File: src/rtl/ldpc_pkg.sv
// Shared LDPC decoder package.
// Purpose: width helpers used by the variable node unit and the check node
// unit so both sides of the message loop agree on word and sum widths.
//   log2    - ceiling log2 of a positive integer
//   sum_w   - internal accumulator width for a node of degree dv
//   sat_max - largest magnitude emitted by symmetric saturation
package ldpc_pkg;

  function automatic int log2(input int v);
    int n;
    n = 0;
    for (int i = 0; i < 32; i++) begin
      if ((1 << n) < v) n = n + 1;
    end
    return n;
  endfunction

  // One extra bit on top of the growth term keeps L plus DV messages
  // (all possibly at the most negative code) clear of overflow.
  function automatic int sum_w(input int data_w, input int dv);
    return data_w + log2(dv + 1) + 1;
  endfunction

  function automatic int sat_max(input int data_w);
    return (1 << (data_w - 1)) - 1;
  endfunction

endpackage

File: src/rtl/sat_sym.sv
// Symmetric saturation from in_w bits down to data_w bits.
// Purpose: clamp a signed value to [-(2^(data_w-1)-1), +(2^(data_w-1)-1)] so
// the most negative code never leaves the variable node and the downstream
// negation cannot overflow.
// Ports:
//   d - signed input, in_w bits
//   q - clamped signed output, data_w bits
module sat_sym
  import ldpc_pkg::*;
#(
  parameter int in_w   = 11,
  parameter int data_w = 8
) (
  input  logic [in_w-1:0]   d,
  output logic [data_w-1:0] q
);

  localparam int MAX_I = sat_max(data_w);
  localparam logic signed [in_w-1:0] MAX_V = in_w'(MAX_I);
  localparam logic signed [in_w-1:0] MIN_V = in_w'(-MAX_I);

  function automatic logic [data_w-1:0] clamp(input logic signed [in_w-1:0] x);
    if (x > MAX_V) return MAX_V[data_w-1:0];
    else if (x < MIN_V) return MIN_V[data_w-1:0];
    else return x[data_w-1:0];
  endfunction

  assign q = clamp($signed(d));

endmodule

File: src/rtl/vnu.sv
// Variable node unit for the flooding LDPC decoder.
// Purpose: from one channel LLR and DV check-to-variable messages, produce DV
// extrinsic variable-to-check messages, the saturated posterior and the hard
// decision. Two-stage pipeline, one node per cycle, valid/ready on both sides.
// Ports:
//   clk, rst          - clock, asynchronous active-low reset
//   in_valid/in_ready - input handshake for L and r
//   L                 - channel LLR (data_w, two's complement)
//   r                 - DV messages, edge j at [j*data_w +: data_w]
//   out_valid/out_ready - output handshake for q, app, hd
//   q                 - DV extrinsic messages, same packing as r
//   app               - saturated posterior LLR
//   hd                - hard decision, 1 when the posterior sum is negative
module vnu
  import ldpc_pkg::*;
#(
  parameter int DV     = 3,
  parameter int data_w = 8
) (
  input  logic                   clk,
  input  logic                   rst,
  input  logic                   in_valid,
  output logic                   in_ready,
  input  logic [data_w-1:0]      L,
  input  logic [data_w*DV-1:0]   r,
  output logic                   out_valid,
  input  logic                   out_ready,
  output logic [data_w*DV-1:0]   q,
  output logic [data_w-1:0]      app,
  output logic                   hd
);

  localparam int SW = sum_w(data_w, DV);

  logic                        vld_p1, vld_p2;
  logic                        adv_p1, adv_p2;
  logic signed [SW-1:0]        sum_c;
  logic signed [SW-1:0]        sum_p1;
  logic [data_w*DV-1:0]        r_p1;
  logic signed [SW-1:0]        diff_c [DV];
  logic [data_w*DV-1:0]        q_c;
  logic [data_w-1:0]           app_c;
  logic [data_w*DV-1:0]        q_p2;
  logic [data_w-1:0]           app_p2;
  logic                        hd_p2;

  assign adv_p2    = !vld_p2 || out_ready;
  assign adv_p1    = !vld_p1 || adv_p2;
  assign in_ready  = adv_p1;
  assign out_valid = vld_p2;
  assign q         = q_p2;
  assign app       = app_p2;
  assign hd        = hd_p2;

  always_comb begin
    sum_c = SW'($signed(L));
    for (int j = 0; j < DV; j++) begin
      sum_c = sum_c + SW'($signed(r[j*data_w +: data_w]));
    end
  end

  for (genvar j = 0; j < DV; j++) begin : g_edge
    assign diff_c[j] = sum_p1 - SW'($signed(r_p1[j*data_w +: data_w]));
    sat_sym #(.in_w(SW), .data_w(data_w)) u_sat_q (
      .d (diff_c[j]),
      .q (q_c[j*data_w +: data_w])
    );
  end

  sat_sym #(.in_w(SW), .data_w(data_w)) u_sat_app (
    .d (sum_p1),
    .q (app_c)
  );

  always_ff @(posedge clk or negedge rst) begin
    if (!rst) begin
      vld_p1 <= 1'b0;
      sum_p1 <= '0;
      r_p1   <= '0;
      vld_p2 <= 1'b0;
      q_p2   <= '0;
      app_p2 <= '0;
      hd_p2  <= 1'b0;
    end else begin
      // Stage 1: full-width sum and a copy of the incoming messages
      if (adv_p1) begin
        vld_p1 <= in_valid;
        if (in_valid) begin
          sum_p1 <= sum_c;
          r_p1   <= r;
        end
      end
      // Stage 2: extrinsic subtraction, saturation and hard decision
      if (adv_p2) begin
        vld_p2 <= vld_p1;
        if (vld_p1) begin
          q_p2   <= q_c;
          app_p2 <= app_c;
          hd_p2  <= sum_p1[SW-1];
        end
      end
    end
  end

endmodule
File: config.mk
export PLATFORM = sky130hd
export DESIGN_NAME = vnu
export DESIGN_NICKNAME = d
export VERILOG_FILES = /design/src/rtl/ldpc_pkg.sv /design/src/rtl/sat_sym.sv /design/src/rtl/vnu.sv
export SDC_FILE = /design/constraint.sdc
export NUM_CORES = 1
export LEC_CHECK = 0
export ABC_AREA = 1
export CAP_MARGIN = 15
export CORE_AREA = 2 2 104 106
export DETAILED_ROUTE_END_ITERATION = 10
export DIE_AREA = 0 0 106 108
export PLACE_DENSITY = 0.8
export SLEW_MARGIN = 20
export SYNTH_ARGS = -nofsm -noshare
export SYNTH_HDL_FRONTEND = slang
export SYNTH_SLANG_ARGS = --single-unit
File: constraint.sdc
create_clock -name clk -period 2.31 [get_ports clk]
set_input_delay 0.462 -clock clk [delete_from_list [all_inputs] [get_ports clk]]
set_output_delay 0.462 -clock clk [all_outputs]
set_load 0.05 [all_outputs]
# After elaboration in Yosys (flattened, before gate mapping)
# Cells that the tools add are included.
# word_totals
wordCells	35
input_bits	36
regBits	70
# op_classes
magnitude_cmp	8
add_sub_neg	6
reduce_logical	6
muxes	8
# ops
cell	n
8-bit 2-to-1 mux	8
11-bit by 8-bit greater-than comparator with 1-bit output, second input constant	4
11-bit by 8-bit less-than comparator with 1-bit output, second input constant	4
11-bit by 8-bit subtractor with 11-bit output	3
10-bit by 8-bit adder with 11-bit output	1
9-bit by 8-bit adder with 10-bit output	1
8-bit by 8-bit adder with 9-bit output	1
2-bit AND reduction	2
1-bit logical NOT	2
1-bit logical OR	2

# Logic depth before layout (Yosys ltp)
# logic_depth
depth_word	4
depth_mapped	17

# Cells and area by module
# Synthesis repeated with hierarchy kept, for this count alone.
# hier_totals
hier_cells	762
hier_area_um2	5963.2
# by_module_without_submodules
module	area_each_um2	cells_per_inst	n_inst
vnu	5302.6	642	1
sat_sym	165.2	30	4

# Worst setup path after synthesis
# OpenSTA, ideal clock, no wires.
# synth_path
path_kind	input-to-reg
from	in L[1]
to	reg sum_p1[7]
required_time_ns	2.227
setup_ns	0.083
path_slack_ns	-0.684
path_buffers	0
t_arrival_ns	2.911
stages	15
cell_sequence	inv_1 -> fa_1 -> fa_1 -> inv_1 -> ha_1 -> inv_1 -> fa_1 -> inv_1 -> a21oi_1 -> o21ai_0 -> nand2_1 -> nand2_1 -> a21oi_1 -> xor2_1 -> o21ai_0
# synth_between
elab_chain_len	3
# synth_rtl
element	line	rtl
start: declaration	vnu.sv:24	input logic [data_w-1:0] L,
8-bit by 8-bit adder with 9-bit output	vnu.sv:58	sum_c = sum_c + SW'($signed(r[j*data_w +: data_w]));
9-bit by 8-bit adder with 10-bit output	vnu.sv:58	
10-bit by 8-bit adder with 11-bit output	vnu.sv:58	
end signal: assignment	vnu.sv:89	sum_p1 <= sum_c;
end: declaration	vnu.sv:38	logic signed [SW-1:0] sum_p1;
# No other way between the ends.
# A chain may end at the register's enable or synchronous reset.

# Worst setup path after layout
# layout_path
from	in r[9]
to	reg sum_p1[9]
# layout_between
elab_chain_len	2
# layout_rtl
element	line	rtl
start: declaration	vnu.sv:25	input logic [data_w*DV-1:0] r,
9-bit by 8-bit adder with 10-bit output	vnu.sv:58	
10-bit by 8-bit adder with 11-bit output	vnu.sv:58	
# No other way between the ends.

==> results.toml <==
[outcome]
outcome = "finished with violations"
violations = "setup timing"

[logic_synthesis]
syn_nets = 911
synth_cells = 815
synth_cell_type_count = 37
ys_ff_latch = 70
ys_seq_area_frac = 0.306
synth_edf_count = 0
syn_area_per_cell_um2 = 7.03
async_flop_share = 1.00
ys.flop_type = "dfrtp_1"
syn_area_mm2 = 0.00573
yosys_warnings = 0

[worst_setup_path]
worstSetupEndpointType = "flop"
timing.critical_path.buf_inv = 5
cp.required_ns = 2.63
cp.arrival_ns = 3.00
worst_path_largest_cell_delay_ns = 0.55
cp_max_fo = 3
path_cells = "buf_8 > inv_8 > fa_1 > fa_1 > inv_1 > ha_2 > inv_2 > fa_2 > inv_2 > a21oi_2 > o21ai_2 > nand4_1 > o211ai_1 > xor2_1 > nand2_1 > nand2_1"
worst_setup_path_start_kind = "input pin"
crit_type = "in -> reg"
cp_top_family = "adder cells"
critPathSlowestCell = "fa_1"

[clock_network]
cts_tree = "done"
cts-htree-levels = 3
root_buffer = "clkbuf_8"
clk_latency_ns = 0.38
ctsHoldBuffers = 0
cts_made_buffers = 9
path_clk_slew_ns = 0.09
clockBufferDepth = 2
clock-sinks = 70

[power]
p_comb_frac = 0.722
sw_frac_of_total = 0.547
p_clk_frac = 0.088
ir_worst_vdd_v = 0.000730
internal-power_mw = 5.06
p_per_area_mw_per_mm2 = 1500
switchingPower_mw = 6.10
leakage_nw = 3.88
power_mw = 11.2
p_seq_frac = 0.190

[layout]
nets = 1032
area_growth_pct = 29.7
diodes = 0
drive_gt1_frac = 0.213
fin_cells = 1077
fin_util = 0.726

[route]
remaining_drc_errors = 0
avgViaCountPerCell = 5.25
via_count = 5653
drtAntennaViolNets = 0
wire_per_inst_um = 14.8
finalWirelength_um = 16000
first_pass_iters = 5
drtIter0Drc = 356

[floorplanning]
initial_utilization = 0.560
die_y_um = 108
die_width_um = 106
pin_count = 71
num_rows = 37
core-area_mm2 = 0.0102
die_area_mm2 = 0.0114

[timing]
finClkSkew_ns = 0.0118
drv_slew = 0
period_minus_slack_ns = 2.68
setup_slack_ns = -0.369
rsz0062_at_grt = "true"
max_freq_mhz = 373
hold_viol_final = 0
post-route-period-util = 1.16
finalSetupViolations = 7
slew_headroom = 0.596
tightest_slew_ns = 0.600

[grt]
grt_antenna_before_repair = 0
overflow = 0
grt_max_degree = 52
grt_pass1_vias = 5501
grt_pass1_wl_um = 26000
grt_use_total = 0.293

[placement]
dp_hpwl_um = 12100
placedCellCount = 1045
numPortBuffers = 70
place.gp.congestion = 0.949

[hold_path]
hold_path.class = "in -> async"

[flow_run]
cap_violations = 0
==> layer usage <==
metal  vias to the layer above  track usage  routed length [um]
met5                         -            0                   0
met4                         0        0.120                 483
met3                        46       0.0476                 842
met2                       200        0.499                7910
met1                      2621        0.374                6740
li1                       2786            -                   -
==> cell type report <==
type | instances | area, um2
Timing Repair Buffer | 122 | 1110
Fill cell | 844 | 2800
Clock buffer | 9 | 124
Multi-Input combinational cell | 579 | 3620
Tap cell | 136 | 170
Clock inverter | 7 | 62.6
Sequential cell | 70 | 1760
Inverter | 154 | 593
==> cell usage in the layout (no fill, tap or decap), types with 7 or more instances in the layout <==
cell / n
a21oi_1: 24
a21oi_2: 12
buf_2: 7
buf_4: 47
clkbuf_8: 9
clkdlybuf4s50_1: 44
dfrtp_1: 66
dlygate4sd2_1: 11
fa_1: 14
ha_1: 23
ha_2: 7
ha_4: 10
inv_1: 125
inv_2: 25
nand2_1: 255
nand2_2: 14
nand2_4: 10
nand3_1: 49
nand3_2: 7
nor2_1: 47
nor2_2: 11
o21ai_0: 35
==> kinds of logic after synthesis <==
family / after synthesis / synth area share
AO/OA/AOI/OAI: 95 / 0.0974
XOR/XNOR: 7 / 0.0107
adder cells (fa/ha/maj): 60 / 0.157
buffers and inverters: 166 / 0.111
flip-flops: 70 / 0.306
AND/OR/NAND/NOR: 417 / 0.318
==> through the flow <==
stage               hold WS (ns)  TNS, ns  setup WS (ns)  instance area, um2
global placement           0.435    -8.75          -1.23                6920
floorplan                  0.166    -2.19         -0.546                5800
detailed placement         0.447    -9.47          -1.34                6920
CTS                       0.0465    -1.36         -0.357                7190
finish                    0.0329    -1.82         -0.369                7430
global route              0.0650    -2.92         -0.541                7430
==> cells in the mapped netlist (6+ instances only) <==
library cell	n	share of area
xor2_1	6	0.0092
nand3_2	8	0.014
a21oi_2	6	0.0092
nand4_1	6	0.0066
nor2_2	8	0.0087
a21oi_1	30	0.026
nor2_1	50	0.033
nand2_2	14	0.015
nand3_1	50	0.044
nand2_1	262	0.17
fa_1	20	0.070
dfrtp_1	70	0.31
inv_1	149	0.098
ha_1	40	0.087
o21ai_0	43	0.038
clkbuf_1	8	0.0052
==> state kept, by name, indices dropped and copies added (netlist names) <==
name,flops
hd,1
out_valid,1
r_p1,24
q,24
sum_p1,11
app,8
vld_p1,1
==> worst paths after layout <==
| check | startpoint | to | slack (ns) | cells past startpoint |
|---|---|---|---|---|
| min in group clk | r[0] | r_p1[0]$_DFFE_PN0P_ | 0.34 | 3 |
| worst max register to register | sum_p1[0]$_DFFE_PN0P_ | q[0]$_DFFE_PN0P_ | 0.08 | 16 |
| worst min-delay path | rst | r_p1[12]$_DFFE_PN0P_ | 0.03 | 1 |
| worst min register to register | q[15]$_DFFE_PN0P_ | q[15]$_DFFE_PN0P_ | 0.48 | 2 |
| max in group asynchronous | rst | sum_p1[6]$_DFFE_PN0P_ | 1.69 | 2 |
| worst max-delay path | r[9] | sum_p1[9]$_DFFE_PN0P_ | -0.37 | 16 |
==> worst reg2reg max path, cell delays in order (launching register included) <==
cell     delay (ns)
dfrtp_1        0.37
inv_2          0.07
buf_12         0.13
ha_4           0.16
fa_2           0.34
inv_2          0.08
nand2_4        0.06
nand2_4        0.11
nand3_4        0.08
nand3_1        0.08
nand2_1        0.06
nor2_2         0.14
nand3_2        0.12
nand2_4        0.12
nand2_2        0.06
nor2_2         0.11
nor2_1         0.05
==> power by group through the flow <==
stage | logic (mW) | registers [mW] | clock network [mW]
6_report | 8.05 | 2.12 | 0.983
5_1_grt | 8.90 | 2.15 | 1.05
4_1_cts | 7.48 | 2.08 | 0.983
3_5_place_dp | 7.34 | 2.10 | 0
3_3_place_gp | 7.14 | 2.08 | 0
2_1_floorplan | 4.56 | 2.87 | 0
==> repair_timing <==
item / 4_1_cts / 5_1_grt
pin swaps: 40 / 20
gates resized for setup: 87 / 42
buffers inserted: 9 / 7
endpoints found under the setup margin: 12 / 29
(Power assumes the default switching activity.)
